[src/rtl/sigmoid_bist_pkg.sv]
// Shared widths and FSM state type for the sigmoid BIST stimulus/checker.
package sigmoid_bist_pkg;

  localparam int unsigned X_W   = 8;
  localparam int unsigned Y_W   = 16;
  localparam int unsigned SQ_W  = 32;
  localparam int unsigned ACC_W = 40;
  localparam int unsigned CNT_W = 16;

  typedef enum logic [2:0] {
    IDLE,
    FEED,
    COLLECT,
    FIN,
    DONE
  } state_e;

endpackage

[src/rtl/sigmoid_err_acc.sv]
// Registers an accepted result, then adds its squared error against the ROM word
// that arrives one cycle later to a 40-bit accumulator.
module sigmoid_err_acc
  import sigmoid_bist_pkg::*;
(
  input  logic             clk,
  input  logic             rst,
  input  logic             clear_i,
  input  logic             valid_i,
  input  logic [Y_W-1:0]   y_i,
  input  logic [Y_W-1:0]   gold_i,
  output logic [ACC_W-1:0] acc_o
);

  logic             vld_q, vld_d;
  logic [Y_W-1:0]   y_q, y_d;
  logic [ACC_W-1:0] acc_q, acc_d;
  logic [Y_W-1:0]   diff_c;
  logic [SQ_W-1:0]  sq_c;

  // gold_i holds mem[j] in the cycle after result j was captured into y_q
  always_comb begin
    diff_c = (y_q >= gold_i) ? (y_q - gold_i) : (gold_i - y_q);
    sq_c   = SQ_W'(diff_c) * SQ_W'(diff_c);
    vld_d  = valid_i;
    y_d    = valid_i ? y_i : y_q;
    acc_d  = vld_q ? (acc_q + ACC_W'(sq_c)) : acc_q;
    if (clear_i) begin
      vld_d = 1'b0;
      y_d   = '0;
      acc_d = '0;
    end
  end

  always_ff @(posedge clk or posedge rst) begin
    if (rst) begin
      vld_q <= 1'b0;
      y_q   <= '0;
      acc_q <= '0;
    end else begin
      vld_q <= vld_d;
      y_q   <= y_d;
      acc_q <= acc_d;
    end
  end

  assign acc_o = acc_q;

endmodule

[src/rtl/sigmoid_bist.sv]
// Drives every input code into the sigmoid datapath, collects its result stream
// and measures squared error, latency and cycle count against a golden ROM.
module sigmoid_bist
  import sigmoid_bist_pkg::*;
#(
  parameter int unsigned N_PAT   = 256,
  parameter int unsigned TIMEOUT = 1024
) (
  input  logic             clk,
  input  logic             rst,
  input  logic             start,
  output logic             busy,
  output logic             done,
  output logic             err_gap,
  output logic             err_timeout,
  output logic [X_W-1:0]   dut_x,
  output logic             dut_in_valid,
  input  logic             dut_out_valid,
  input  logic [Y_W-1:0]   dut_y,
  output logic [X_W-1:0]   gold_addr,
  input  logic [Y_W-1:0]   gold_data,
  output logic [ACC_W-1:0] mse_acc,
  output logic [31:0]      score,
  output logic [CNT_W-1:0] cycles,
  output logic [CNT_W-1:0] latency
);

  localparam int unsigned CNTX_W = CNT_W + 1;

  state_e           state_q, state_d;
  logic [CNT_W-1:0] feed_cnt_q, feed_cnt_d;
  logic [X_W-1:0]   dut_x_q, dut_x_d;
  logic             in_vld_q, in_vld_d;
  logic [CNT_W-1:0] res_cnt_q, res_cnt_d;
  logic [CNT_W-1:0] cyc_q, cyc_d;
  logic [CNT_W-1:0] lat_q, lat_d;
  logic             seen_q, seen_d;
  logic             err_gap_q, err_gap_d;
  logic             err_to_q, err_to_d;
  logic             busy_q, busy_d;
  logic             done_q, done_d;

  logic              acc_clr_c;
  logic              accept_c;
  logic              last_acc_c;
  logic              gap_c;
  logic              tout_c;
  logic [CNTX_W-1:0] cyc_inc_c;

  always_comb begin
    state_d    = state_q;
    feed_cnt_d = feed_cnt_q;
    dut_x_d    = dut_x_q;
    in_vld_d   = in_vld_q;
    res_cnt_d  = res_cnt_q;
    cyc_d      = cyc_q;
    lat_d      = lat_q;
    seen_d     = seen_q;
    err_gap_d  = err_gap_q;
    err_to_d   = err_to_q;
    acc_clr_c  = 1'b0;
    accept_c   = 1'b0;
    last_acc_c = 1'b0;
    gap_c      = 1'b0;
    tout_c     = 1'b0;
    cyc_inc_c  = {1'b0, cyc_q} + CNTX_W'(1);

    unique case (state_q)
      IDLE, DONE: begin
        if (start) begin
          state_d    = FEED;
          feed_cnt_d = '0;
          dut_x_d    = '0;
          in_vld_d   = 1'b1;
          res_cnt_d  = '0;
          cyc_d      = '0;
          lat_d      = '0;
          seen_d     = 1'b0;
          err_gap_d  = 1'b0;
          err_to_d   = 1'b0;
          acc_clr_c  = 1'b1;
        end
      end
      FEED, COLLECT: begin
        cyc_d      = cyc_q + CNT_W'(1);
        accept_c   = dut_out_valid;
        last_acc_c = dut_out_valid && (res_cnt_q == CNT_W'(N_PAT - 1));
        gap_c      = seen_q && !dut_out_valid;
        // Accepting the final result on the budget edge still counts as on time
        tout_c     = (cyc_inc_c >= CNTX_W'(TIMEOUT)) && !last_acc_c;
        if (accept_c) begin
          res_cnt_d = res_cnt_q + CNT_W'(1);
          seen_d    = 1'b1;
          if (!seen_q) begin
            lat_d = cyc_q;
          end
        end
        if (state_q == FEED) begin
          if (feed_cnt_q == CNT_W'(N_PAT - 1)) begin
            state_d  = COLLECT;
            in_vld_d = 1'b0;
            dut_x_d  = '0;
          end else begin
            feed_cnt_d = feed_cnt_q + CNT_W'(1);
            dut_x_d    = X_W'(feed_cnt_q + CNT_W'(1));
          end
        end
        if (last_acc_c) begin
          state_d = FIN;
        end
        if (gap_c || tout_c) begin
          state_d   = DONE;
          in_vld_d  = 1'b0;
          dut_x_d   = '0;
          err_gap_d = err_gap_q | gap_c;
          err_to_d  = err_to_q | tout_c;
        end
      end
      FIN: state_d = DONE;
      default: state_d = IDLE;
    endcase

    busy_d = (state_d == FEED) || (state_d == COLLECT) || (state_d == FIN);
    done_d = (state_d == DONE);
  end

  always_ff @(posedge clk or posedge rst) begin
    if (rst) begin
      state_q    <= IDLE;
      feed_cnt_q <= '0;
      dut_x_q    <= '0;
      in_vld_q   <= 1'b0;
      res_cnt_q  <= '0;
      cyc_q      <= '0;
      lat_q      <= '0;
      seen_q     <= 1'b0;
      err_gap_q  <= 1'b0;
      err_to_q   <= 1'b0;
      busy_q     <= 1'b0;
      done_q     <= 1'b0;
    end else begin
      state_q    <= state_d;
      feed_cnt_q <= feed_cnt_d;
      dut_x_q    <= dut_x_d;
      in_vld_q   <= in_vld_d;
      res_cnt_q  <= res_cnt_d;
      cyc_q      <= cyc_d;
      lat_q      <= lat_d;
      seen_q     <= seen_d;
      err_gap_q  <= err_gap_d;
      err_to_q   <= err_to_d;
      busy_q     <= busy_d;
      done_q     <= done_d;
    end
  end

  sigmoid_err_acc u_err_acc (
    .clk     (clk),
    .rst     (rst),
    .clear_i (acc_clr_c),
    .valid_i (accept_c),
    .y_i     (dut_y),
    .gold_i  (gold_data),
    .acc_o   (mse_acc)
  );

  assign busy         = busy_q;
  assign done         = done_q;
  assign err_gap      = err_gap_q;
  assign err_timeout  = err_to_q;
  assign dut_x        = dut_x_q;
  assign dut_in_valid = in_vld_q;
  assign gold_addr    = res_cnt_q[X_W-1:0];
  assign score        = mse_acc[ACC_W-1:8];
  assign cycles       = cyc_q;
  assign latency      = lat_q;

endmodule

[config.mk]
export PLATFORM = sky130hd
export DESIGN_NAME = sigmoid_bist
export DESIGN_NICKNAME = d
export VERILOG_FILES = /design/src/rtl/sigmoid_bist_pkg.sv /design/src/rtl/sigmoid_err_acc.sv /design/src/rtl/sigmoid_bist.sv
export SDC_FILE = /design/constraint.sdc
export NUM_CORES = 1
export LEC_CHECK = 0
export ABC_AREA = 1
export BUFFER_PORTS_ARGS = -buffer_cell sky130_fd_sc_hd__buf_2
export CELL_PAD_IN_SITES_DETAIL_PLACEMENT = 0
export CELL_PAD_IN_SITES_GLOBAL_PLACEMENT = 1
export CORE_MARGIN = 2
export CORE_UTILIZATION = 37
export CTS_CLUSTER_DIAMETER = 80
export CTS_CLUSTER_SIZE = 25
export DETAILED_ROUTE_END_ITERATION = 10
export GPL_TIMING_DRIVEN = 1
export PLACE_DENSITY = 0.68
export SYNTH_ARGS = -nofsm -noshare
export SYNTH_HDL_FRONTEND = slang
export SYNTH_SLANG_ARGS = --single-unit
[constraint.sdc]
create_clock -name clk -period 14.2 [get_ports clk]
set_clock_uncertainty 0.15 [all_clocks]
set_input_delay 2.84 -clock clk [delete_from_list [all_inputs] [get_ports clk]]
set_output_delay 2.84 -clock clk [all_outputs]
set_load 0.005 [all_outputs]
==> results.md <==
* Cell count after synthesis at around 2300
* Initial antenna violation count at 0
* Number of synthesized flops with an enable pin at 0
* Port buffer count at 160
* CTS tree: built
* Post-CTS sizing at 0
* Total Routed Length at roughly 50000 µm
* Max Cap Viol at 0
* Syn_nets at 2684
* Hold buffers post-CTS at 0
* Required @ worst endpoint at approximately 14 ns
* Largest net degree at the start of global routing at between 70 and 80
* Post-Syn Area at approximately 0.018 mm²
* H-tree Lvls at 4
* CTS max path bufs at 2
* Ys Warns at 0
* First-pass GRT wire length at approximately 84000 µm
* Fin Setup TNS at 0 ns
* Ys flop type: dfrtp_1
* Post-DRT Antenna Nets at 0
* Crit. End Element: flip-flop
* Syn_area_per_cell at 7.632 µm²
* Clk root buf: clkbuf_16
* Hold Crit Class: flip-flop to flip-flop
* Final setup fails at 0
* Worst-Skew Late Latency at 0.48 ns
* Worst-path clk slew at about 0.060 ns
* Die X at between 200 and 250 µm
* Distinct cells, synth at 52
* GP Congestion at ~0.94
* DIE HEIGHT at 222.2 µm
* Yosys reg bits at 138
* # Post-CTS Setup Buffers at 0
* Critical path class: primary input to flip-flop
* Critical Path Fanout Max at 17
* Clock sink count at roughly 140
* Place WS at roughly 2.9 ns
* Fill cell count at 4912
* Ys async rst share at 1.000
* DR iter-0 viols at between 600 and 700
* Total GRT Usage at 0.2166
* Worst Max-Slew Pin Slew at ~0.96 ns
* Minimum clock period at roughly 11 ns
* Worst setup margin at between 3 and 4 ns
* Finished Core Util at 0.4113
* Most used cell, CP: nand2_1
* Multi-input logic area at approximately 0.012 mm²
* Gr ovfl total at 0
* Fmax at ~92 MHz
* Vias after detailed routing at 14698
* Seq/Total Area, Yosys at 0.1960
* Hold Violations, Final at 0
* Core area at roughly 0.047 mm²
* Outcome: completed
* Die ar. at ~0.049 mm²
* Initial Utilization at 0.3769
* Nets@finish at approximately 2800
* Post-DP HPWL at around 42000 µm
* Share of layout cells above drive strength 1 at 0.1227
* DR pass1 iterations at 5
* Max incr delay on CP at approximately 0.7 ns
* Sequential cell area at between 0.003 and 0.004 mm²
* Slowest cell on the critical path: nand2_1
* Vias in the first global route at around 15000
* RSZ-0062 raised after global routing: no
* Boundary Pins at 161
* Max_slew headroom at 0.3523
* # rows at slightly below 80
* Area growth syn-to-layout at 9.123%
* TritonCTS Buffers at 17
* Hold slack at approximately 0.33 ns
* DR DRC count at 0
* WL/cell at about 17 µm
* Tcrit/Tclk final at 0.7682
* Diode count at 0
* Vias per cell at around 4.9
* Startpoint Class: primary input
* Max Slew Vio Count at 0
* CP arrival at ~11 ns
[layer usage]
layer	up-vias	track usage	share of wire
met5	-	0	0
met4	0	0.06953	0.023
met3	63	0.03729	0.043
met2	291	0.3516	0.47
met1	7083	0.2941	0.47
li1	7261	-	-
[Yosys cell counts, types with 12 or more instances]
| master | n | area (µm²) |
|---|---|---|
| nor2_4 | 13 | 146.4 |
| dfrtp_1 | 138 | 3453 |
| inv_2 | 21 | 78.83 |
| nand4_1 | 20 | 125.1 |
| nor3_1 | 17 | 85.08 |
| a21oi_1 | 99 | 495.5 |
| clkbuf_1 | 21 | 78.83 |
| xnor2_1 | 12 | 105.1 |
| ha_1 | 143 | 1789 |
| nor2_1 | 177 | 664.4 |
| o22ai_1 | 18 | 112.6 |
| nand2_1 | 454 | 1704 |
| nand3_1 | 102 | 510.5 |
| xor2_1 | 24 | 210.2 |
| nand2_2 | 17 | 106.4 |
| o21ai_0 | 125 | 625.6 |
| nor2_2 | 24 | 150.1 |
| inv_1 | 517 | 1941 |
| fa_1 | 196 | 3924 |
| buf_4 | 44 | 330.3 |
[area by class of cell]
class                      count  share of cell area
timing repair buffer         164             0.04320
sequential                   138              0.1796
clock buffer                  18             0.02232
tap                          607             0.03949
clock inverter                14            0.007092
multi-input combinational   1546              0.6023
inverter                     541              0.1060
[state kept, by name, indices dropped and copies added, names as in the netlist, 3 cells and up]
name,count
feed_cnt_q,16
dut_x,8
state_q,3
u_err_acc.y_q,16
u_err_acc.acc_o,40
res_cnt_q,16
latency,16
cycles,16
[cell usage in the layout (no fill, tap or decap), types with 13 or more instances in the layout]
cell type	n
a21oi_1	99
buf_2	160
clkbuf_16	17
dfrtp_1	138
fa_1	196
ha_1	143
inv_1	516
inv_2	21
nand2_1	454
nand2_2	17
nand3_1	102
nand4_1	20
nor2_1	176
nor2_2	25
nor2_4	13
nor3_1	17
o21ai_0	125
o22ai_1	18
xor2_1	24
[per-stage QoR]
| stage | cell area, µm² | std cells |
|---|---|---|
| floorplan | 17620 | 2309 |
| global placement | 18670 | 2996 |
| detailed placement | 18670 | 2996 |
| CTS | 19230 | 3028 |
| global route | 19230 | 3028 |
| finish | 19230 | 3028 |
[final timing paths]
| path | startpoint | to | slack (ns) | depth (start not counted) |
|---|---|---|---|---|
| worst max-delay path | gold_data[10] | u_err_acc.acc_o[33]$_DFFE_PP0P_ | 3.29 | 32 |
| worst min-delay path | dut_x[5]$_DFFE_PP0P_ | dut_x[5]$_DFFE_PP0P_ | 0.33 | 2 |
| worst max register to register | u_err_acc.y_q[11]$_DFFE_PP0P_ | u_err_acc.acc_o[33]$_DFFE_PP0P_ | 5.39 | 30 |
| worst min register to register | dut_x[5]$_DFFE_PP0P_ | dut_x[5]$_DFFE_PP0P_ | 0.33 | 2 |
| max in group asynchronous | rst | state_q[2]$_DFF_PP0_ | 10.16 | 3 |
| min in group asynchronous | rst | res_cnt_q[7]$_DFFE_PP0P_ | 2.31 | 2 |
[worst max-delay path, delay by kind of cell]
kind / cells / cell delay (ns)
buffers and inverters: 8 / 1.08
AO/OA/AOI/OAI: 4 / 1.07
AND/OR/NAND/NOR: 12 / 2.39
adder cells (fa/ha/maj): 8 / 3.75
[cells by family after synthesis]
logic type      Yosys count  share of synthesized area
simple gates            858                     0.2151
buf+inv                 625                     0.1469
fa+ha+maj               339                     0.3242
compound gates          312                    0.09911
flops                   138                     0.1960
xor+xnor                 37                    0.01881
Power is left out: the tool's default activity adds up to more than one toggle a clock period on the data nets, which glitch-free logic cannot reach.
